File: src/rtl/ssd_scan_ctrl.sv
// N-digit seven-segment scan controller: prescaled digit scanning,
// frame-synchronous data commit, leading-zero blanking, 16-step brightness.
module ssd_scan_ctrl #(
   parameter int unsigned NUM_DIGITS = 8,
   parameter int unsigned SCAN_DIV   = 100000,
   parameter int unsigned CNT_W      = 17
) (
   input  logic                    clk,
   input  logic                    reset,
   input  logic                    load,
   input  logic [4*NUM_DIGITS-1:0] digits,
   input  logic [NUM_DIGITS-1:0]   dp_in,
   input  logic [NUM_DIGITS-1:0]   digit_en,
   input  logic                    blank_lz,
   input  logic [3:0]              duty,
   output logic [NUM_DIGITS-1:0]   an,
   output logic [6:0]              seg,
   output logic                    dp_n,
   output logic                    frame_done
);

   localparam int unsigned IDX_W = (NUM_DIGITS > 1) ? $clog2(NUM_DIGITS) : 1;
   localparam int unsigned DW    = 4 * NUM_DIGITS;
   localparam int unsigned PW    = CNT_W + 5;

   localparam logic [CNT_W-1:0] CNT_LAST   = CNT_W'(SCAN_DIV - 1);
   localparam logic [IDX_W-1:0] IDX_LAST   = IDX_W'(NUM_DIGITS - 1);
   localparam logic [PW-1:0]    SCAN_DIV_P = PW'(SCAN_DIV);

   // scan position
   logic [CNT_W-1:0]      cnt_q, cnt_d;
   logic [IDX_W-1:0]      idx_q, idx_d;
   logic                  fd_q, fd_d;
   // staging copy written by load
   logic [DW-1:0]         stg_digits_q, stg_digits_d;
   logic [NUM_DIGITS-1:0] stg_dp_q, stg_dp_d;
   logic [NUM_DIGITS-1:0] stg_en_q, stg_en_d;
   logic                  pend_q, pend_d;
   // active copy shown on the display
   logic [DW-1:0]         act_digits_q, act_digits_d;
   logic [NUM_DIGITS-1:0] act_dp_q, act_dp_d;
   logic [NUM_DIGITS-1:0] act_en_q, act_en_d;
   // registered pin drivers
   logic [NUM_DIGITS-1:0] an_q, an_d;
   logic [6:0]            seg_q, seg_d;
   logic                  dp_n_q, dp_n_d;

   logic                  slot_end_c;
   logic                  wrap_c;
   logic [NUM_DIGITS-1:0] blank_c;
   logic                  zero_run_c;
   logic [3:0]            sel_nib_c;
   logic                  sel_dp_c;
   logic                  sel_en_c;
   logic                  sel_blank_c;
   logic                  duty_on_c;
   logic                  lit_c;

   // Active-low hex decode, segment order {a,b,c,d,e,f,g}
   function automatic logic [6:0] hex7(input logic [3:0] h);
      logic [6:0] s;
      case (h)
         4'h0: s = 7'b0000001;
         4'h1: s = 7'b1001111;
         4'h2: s = 7'b0010010;
         4'h3: s = 7'b0000110;
         4'h4: s = 7'b1001100;
         4'h5: s = 7'b0100100;
         4'h6: s = 7'b0100000;
         4'h7: s = 7'b0001111;
         4'h8: s = 7'b0000000;
         4'h9: s = 7'b0000100;
         4'hA: s = 7'b0001000;
         4'hB: s = 7'b1100000;
         4'hC: s = 7'b0110001;
         4'hD: s = 7'b1000010;
         4'hE: s = 7'b0110000;
         default: s = 7'b0111000;
      endcase
      return s;
   endfunction

   // Prescaler and digit index; frame_done registers the wrap cycle
   always_comb begin
      slot_end_c = (cnt_q == CNT_LAST);
      wrap_c     = slot_end_c && (idx_q == IDX_LAST);
      cnt_d      = cnt_q + CNT_W'(1);
      idx_d      = idx_q;
      fd_d       = wrap_c;
      if (slot_end_c) begin
         cnt_d = '0;
         idx_d = (idx_q == IDX_LAST) ? '0 : idx_q + IDX_W'(1);
      end
   end

   // Staging capture and tear-free commit at frame wrap (load bypasses staging)
   always_comb begin
      stg_digits_d = stg_digits_q;
      stg_dp_d     = stg_dp_q;
      stg_en_d     = stg_en_q;
      pend_d       = pend_q;
      act_digits_d = act_digits_q;
      act_dp_d     = act_dp_q;
      act_en_d     = act_en_q;
      if (load) begin
         stg_digits_d = digits;
         stg_dp_d     = dp_in;
         stg_en_d     = digit_en;
         pend_d       = 1'b1;
      end
      if (wrap_c && (pend_q || load)) begin
         act_digits_d = load ? digits   : stg_digits_q;
         act_dp_d     = load ? dp_in    : stg_dp_q;
         act_en_d     = load ? digit_en : stg_en_q;
         pend_d       = 1'b0;
      end
   end

   // Leading-zero mask: disabled digits count as zero, digit 0 always shown
   always_comb begin
      zero_run_c = 1'b1;
      blank_c    = '0;
      for (int i = int'(NUM_DIGITS) - 1; i >= 0; i--) begin
         zero_run_c = zero_run_c & ((act_digits_q[4*i +: 4] == 4'h0) | ~act_en_q[i]);
         if (i != 0) blank_c[i] = blank_lz & zero_run_c;
      end
   end

   // Select the current digit, apply brightness window, build next pin values
   always_comb begin
      sel_nib_c   = '0;
      sel_dp_c    = 1'b0;
      sel_en_c    = 1'b0;
      sel_blank_c = 1'b0;
      for (int unsigned i = 0; i < NUM_DIGITS; i++) begin
         if (idx_q == IDX_W'(i)) begin
            sel_nib_c   = act_digits_q[4*i +: 4];
            sel_dp_c    = act_dp_q[i];
            sel_en_c    = act_en_q[i];
            sel_blank_c = blank_c[i];
         end
      end
      duty_on_c = (PW'(cnt_q) << 4) < ((PW'(duty) + PW'(1)) * SCAN_DIV_P);
      lit_c     = sel_en_c && !sel_blank_c && duty_on_c;
      an_d      = '1;
      seg_d     = 7'h7F;
      dp_n_d    = 1'b1;
      if (lit_c) begin
         an_d   = ~(NUM_DIGITS'(1) << idx_q);
         seg_d  = hex7(sel_nib_c);
         dp_n_d = ~sel_dp_c;
      end
   end

   // State and output registers
   always_ff @(posedge clk or negedge reset) begin
      if (!reset) begin
         cnt_q        <= '0;
         idx_q        <= '0;
         fd_q         <= 1'b0;
         stg_digits_q <= '0;
         stg_dp_q     <= '0;
         stg_en_q     <= '0;
         pend_q       <= 1'b0;
         act_digits_q <= '0;
         act_dp_q     <= '0;
         act_en_q     <= '0;
         an_q         <= '1;
         seg_q        <= 7'h7F;
         dp_n_q       <= 1'b1;
      end else begin
         cnt_q        <= cnt_d;
         idx_q        <= idx_d;
         fd_q         <= fd_d;
         stg_digits_q <= stg_digits_d;
         stg_dp_q     <= stg_dp_d;
         stg_en_q     <= stg_en_d;
         pend_q       <= pend_d;
         act_digits_q <= act_digits_d;
         act_dp_q     <= act_dp_d;
         act_en_q     <= act_en_d;
         an_q         <= an_d;
         seg_q        <= seg_d;
         dp_n_q       <= dp_n_d;
      end
   end

   assign an         = an_q;
   assign seg        = seg_q;
   assign dp_n       = dp_n_q;
   assign frame_done = fd_q;

endmodule
File: config.mk
export PLATFORM = sky130hd
export DESIGN_NAME = ssd_scan_ctrl
export DESIGN_NICKNAME = d
export VERILOG_FILES = /design/src/rtl/ssd_scan_ctrl.sv
export SDC_FILE = /design/constraint.sdc
export NUM_CORES = 1
export LEC_CHECK = 0
export BUFFER_PORTS_ARGS = -buffer_cell sky130_fd_sc_hd__buf_4
export CAP_MARGIN = 0
export CORE_MARGIN = 2
export CORE_UTILIZATION = 45
export CTS_CLUSTER_DIAMETER = 60
export DETAILED_ROUTE_END_ITERATION = 16
export PLACE_DENSITY_LB_ADDON = 0.15
export RECOVER_POWER = 50
export SLEW_MARGIN = 25
export SYNTH_ARGS = -nofsm -noshare
export SYNTH_HDL_FRONTEND = slang
export SYNTH_SLANG_ARGS = --single-unit
File: constraint.sdc
create_clock -name clk -period 9.2 [get_ports clk]
set_input_delay 2.76 -clock clk [delete_from_list [all_inputs] [get_ports clk]]
set_output_delay 2.76 -clock clk [all_outputs]
set_load 0.005 [all_outputs]
==> run summary <==
Worst Setup Start Kind: input pin
pin count of the biggest net entering global routing: 70
share of post-route cells with drive strength above 1: 0.263
Initial DRC Count: 250
post-CTS sizing: 0
Post-CTS Setup Inserts: 0
Setup TNS Final: 0 ps
most frequent cells in the layout: dfrtp_1 (118), buf_4 (71), ha_1 (60)
io pins: 73
commonest non-fill, non-tap cell in the layout: dfrtp_1
CORE AREA: 15800 um^2
worst slew pin tran: 3350 ps
Initial DRT Pass Iterations: 4
post-synthesis net count: 728
first-pass GRT wire length: 25400 um
Num CTS Buffers: 17
DR WL/cell: 16.9 um
final WL: 15300 um
Setup CP Type: input pin to register
Top FF cell, synth: dfrtp_1
dominant cell type by area after synthesis: dfrtp_1
site row count: 46
hpwl dp: 11000 um
Reg2Reg Setup Slack: 4120 ps
H-tree Lvls: 4
Req. time, crit path: 9480 ps
worst hold path class: register to register
CP Capture Type: register
via count of the first global-routing pass: 5017
Post-synth ARST share: 1.00
status: complete, but fails checks
synthesized instance count: 611
Final Hold Violating Endpoints: 0
GRT Overall Usage: 0.192
sequential area share after synthesis: 0.466
Fillers: 1369
mapped cell area: 7240 um^2
maximum VDD drop: 0.132 mV
FMAX: 0.124 GHz
RSZ-0062 raised after global routing: false
ANT cells: 0
dominant cells by area after synthesis: dfrtp_1 (41%), mux2_2 (12%), ha_1 (10%), dfstp_2 (5.8%), mux2_4 (4.1%)
maxcap violations: 4
initial antenna violation count: 0
antenna-violating nets left: 0
Yosys cell types: 68
EDFF count, synth: 0
failing checks: capacitance limit, slew limit
full die area: 17100 um^2
Final setup viols: 0
area share of the largest cell type after synthesis: 0.408
Hold Buf Count CTS: 0
Hold Slack: 480 ps
DR vias/cell: 5.36
Final Max Tran Viols: 147
Worst slew margin: -1.23
residual DRC count: 0
Tmin final: 8080 ps
WP data arrival: 8360 ps
DR vias: 4865
Clock transition at path regs: 60 ps
PortBufs: 72
GP Congestion: 0.834
Sink Count: 134
Critical Path Fanout Max: 15
Final period util: 0.878
DIE HEIGHT: 131 um
CTS tree: done
Area Overhead vs Synth: 17.2%
CTS root buf: clkbuf_16
Synth Area per Inst: 11.8 um^2
flop and latch count out of synthesis: 134
Setup Skew: 6.45 ps
chip width: 131 um
Layout Nets: 796
Starting Density: 0.457
CTS Buffer Depth: 2
clk_lat worst skew: 410 ps
LEAKAGE: 3.97 nW
Power Dens Cells: 171 nW/um^2
GR Overflow Total: 0
Synth warnings: 0
power by group:
group          internal [W]  total, W  switching, W  leakage (nW)
combinational     0.0000819  0.000181     0.0000988          2.00
clock              0.000410  0.000651      0.000241         0.279
sequential         0.000611  0.000616    0.00000461          1.69
total               0.00110   0.00145      0.000345          3.97
synthesized netlist by cell type, types with 3 or more instances:
master,n
nand2_1,36
nand4_1,3
a21o_1,4
and3_1,3
nor3_1,3
nor2_1,27
or4_1,3
ha_1,60
o21ai_0,19
clkbuf_1,12
a221oi_1,4
nand3b_1,7
nor2b_1,8
nand2b_1,5
buf_6,4
dfstp_2,16
o31ai_1,4
a21oi_1,29
a211oi_1,4
mux2_4,20
mux2_2,78
buf_2,4
dfrtp_1,118
o41ai_1,4
xor2_1,14
o21a_1,4
o211ai_1,5
and2_1,3
nand3_1,19
inv_1,25
buf_1,5
xnor2_1,15
a2111oi_0,4
logic make-up (layout without fill, tap and decap cells):
logic type	count (synthesis)	after routing	share of synthesized area
AOI/OAI and AO/OA	102	102	0.0947
xor gates and xnor gates	29	29	0.0351
adders and majority gates	61	61	0.107
muxes	100	100	0.167
DFF	134	134	0.466
buffers and inverters	51	132	0.0313
and+or+nand+nor	134	134	0.0989
layout make-up:
| cell class | count | area [um^2] | share of cell area |
|---|---|---|---|
| multi-input cells | 426 | 3620 | 0.427 |
| flip-flops and latches | 134 | 3370 | 0.398 |
| clock buffers | 22 | 464 | 0.0547 |
| well taps | 216 | 270 | 0.0319 |
| repair buffers | 74 | 548 | 0.0646 |
| inverters | 26 | 97.6 | 0.0115 |
| clock inverters | 10 | 105 | 0.0124 |
critical path, stage by stage:
cell and delay (ps):
buf_4 150, ha_1 220, xor2_1 410, ha_1 290
xnor2_1 130, ha_1 250, ha_1 280, ha_1 350
a21o_2 220, a21oi_1 250, o21ai_0 150, a2111oi_0 450
o41ai_1 180, xnor2_1 160, ha_1 300, nand3_1 100
nor2_1 60, a2111oi_0 380, o311ai_0 190, and4_4 210
nor3_4 540, o311ai_0 300
state kept, by name (all words and copies together) (netlist names):
signal        flops
seg               7
pend_q            1
stg_en_q          8
stg_digits_q     32
stg_dp_q          8
act_digits_q     32
idx_q             3
cnt_q            17
an                8
act_en_q          8
act_dp_q          8
frame_done        1
dp_n              1
path summary, 6_finish.rpt:
check                                          startpoint                           end  depth (start not counted)
worst max-delay path                              duty[0]                dp_n$_DFF_PN1_                         22
worst max register to register         cnt_q[1]$_DFF_PN0_  act_digits_q[11]$_DFFE_PN0P_                          8
worst min-delay path            stg_digits_q[1]$_DFF_PN0_     stg_digits_q[1]$_DFF_PN0_                          1
worst min register to register  stg_digits_q[1]$_DFF_PN0_     stg_digits_q[1]$_DFF_PN0_                          1
max in group asynchronous                           reset   act_digits_q[5]$_DFFE_PN0P_                          2
min in group asynchronous                           reset    stg_digits_q[21]$_DFF_PN0_                          1
routing by layer:
| layer | vias to the layer above | track usage | wire [um] |
|---|---|---|---|
| li1 | 2349 | - | - |
| met1 | 2402 | 0.253 | 7160 |
| met2 | 94 | 0.318 | 7410 |
| met3 | 20 | 0.0415 | 549 |
| met4 | 0 | 0.0620 | 220 |
| met5 | - | 0 | 0 |
per-stage QoR:
stage / setup slack (ps) / std cells / power, W / cell area, um^2 / utilization
2_1_floorplan: 1800 / 611 / 0.000745 / 7240 / -
3_3_place_gp: 983 / 876 / 0.000810 / 7940 / 0.502
3_5_place_dp: 673 / 876 / 0.000815 / 7940 / 0.502
4_1_cts: 1140 / 908 / 0.00147 / 8510 / 0.538
5_1_grt: 746 / 908 / 0.00151 / 8480 / 0.536
6_report: 1120 / 908 / 0.00145 / 8480 / 0.536
(Power assumes the default switching activity.)
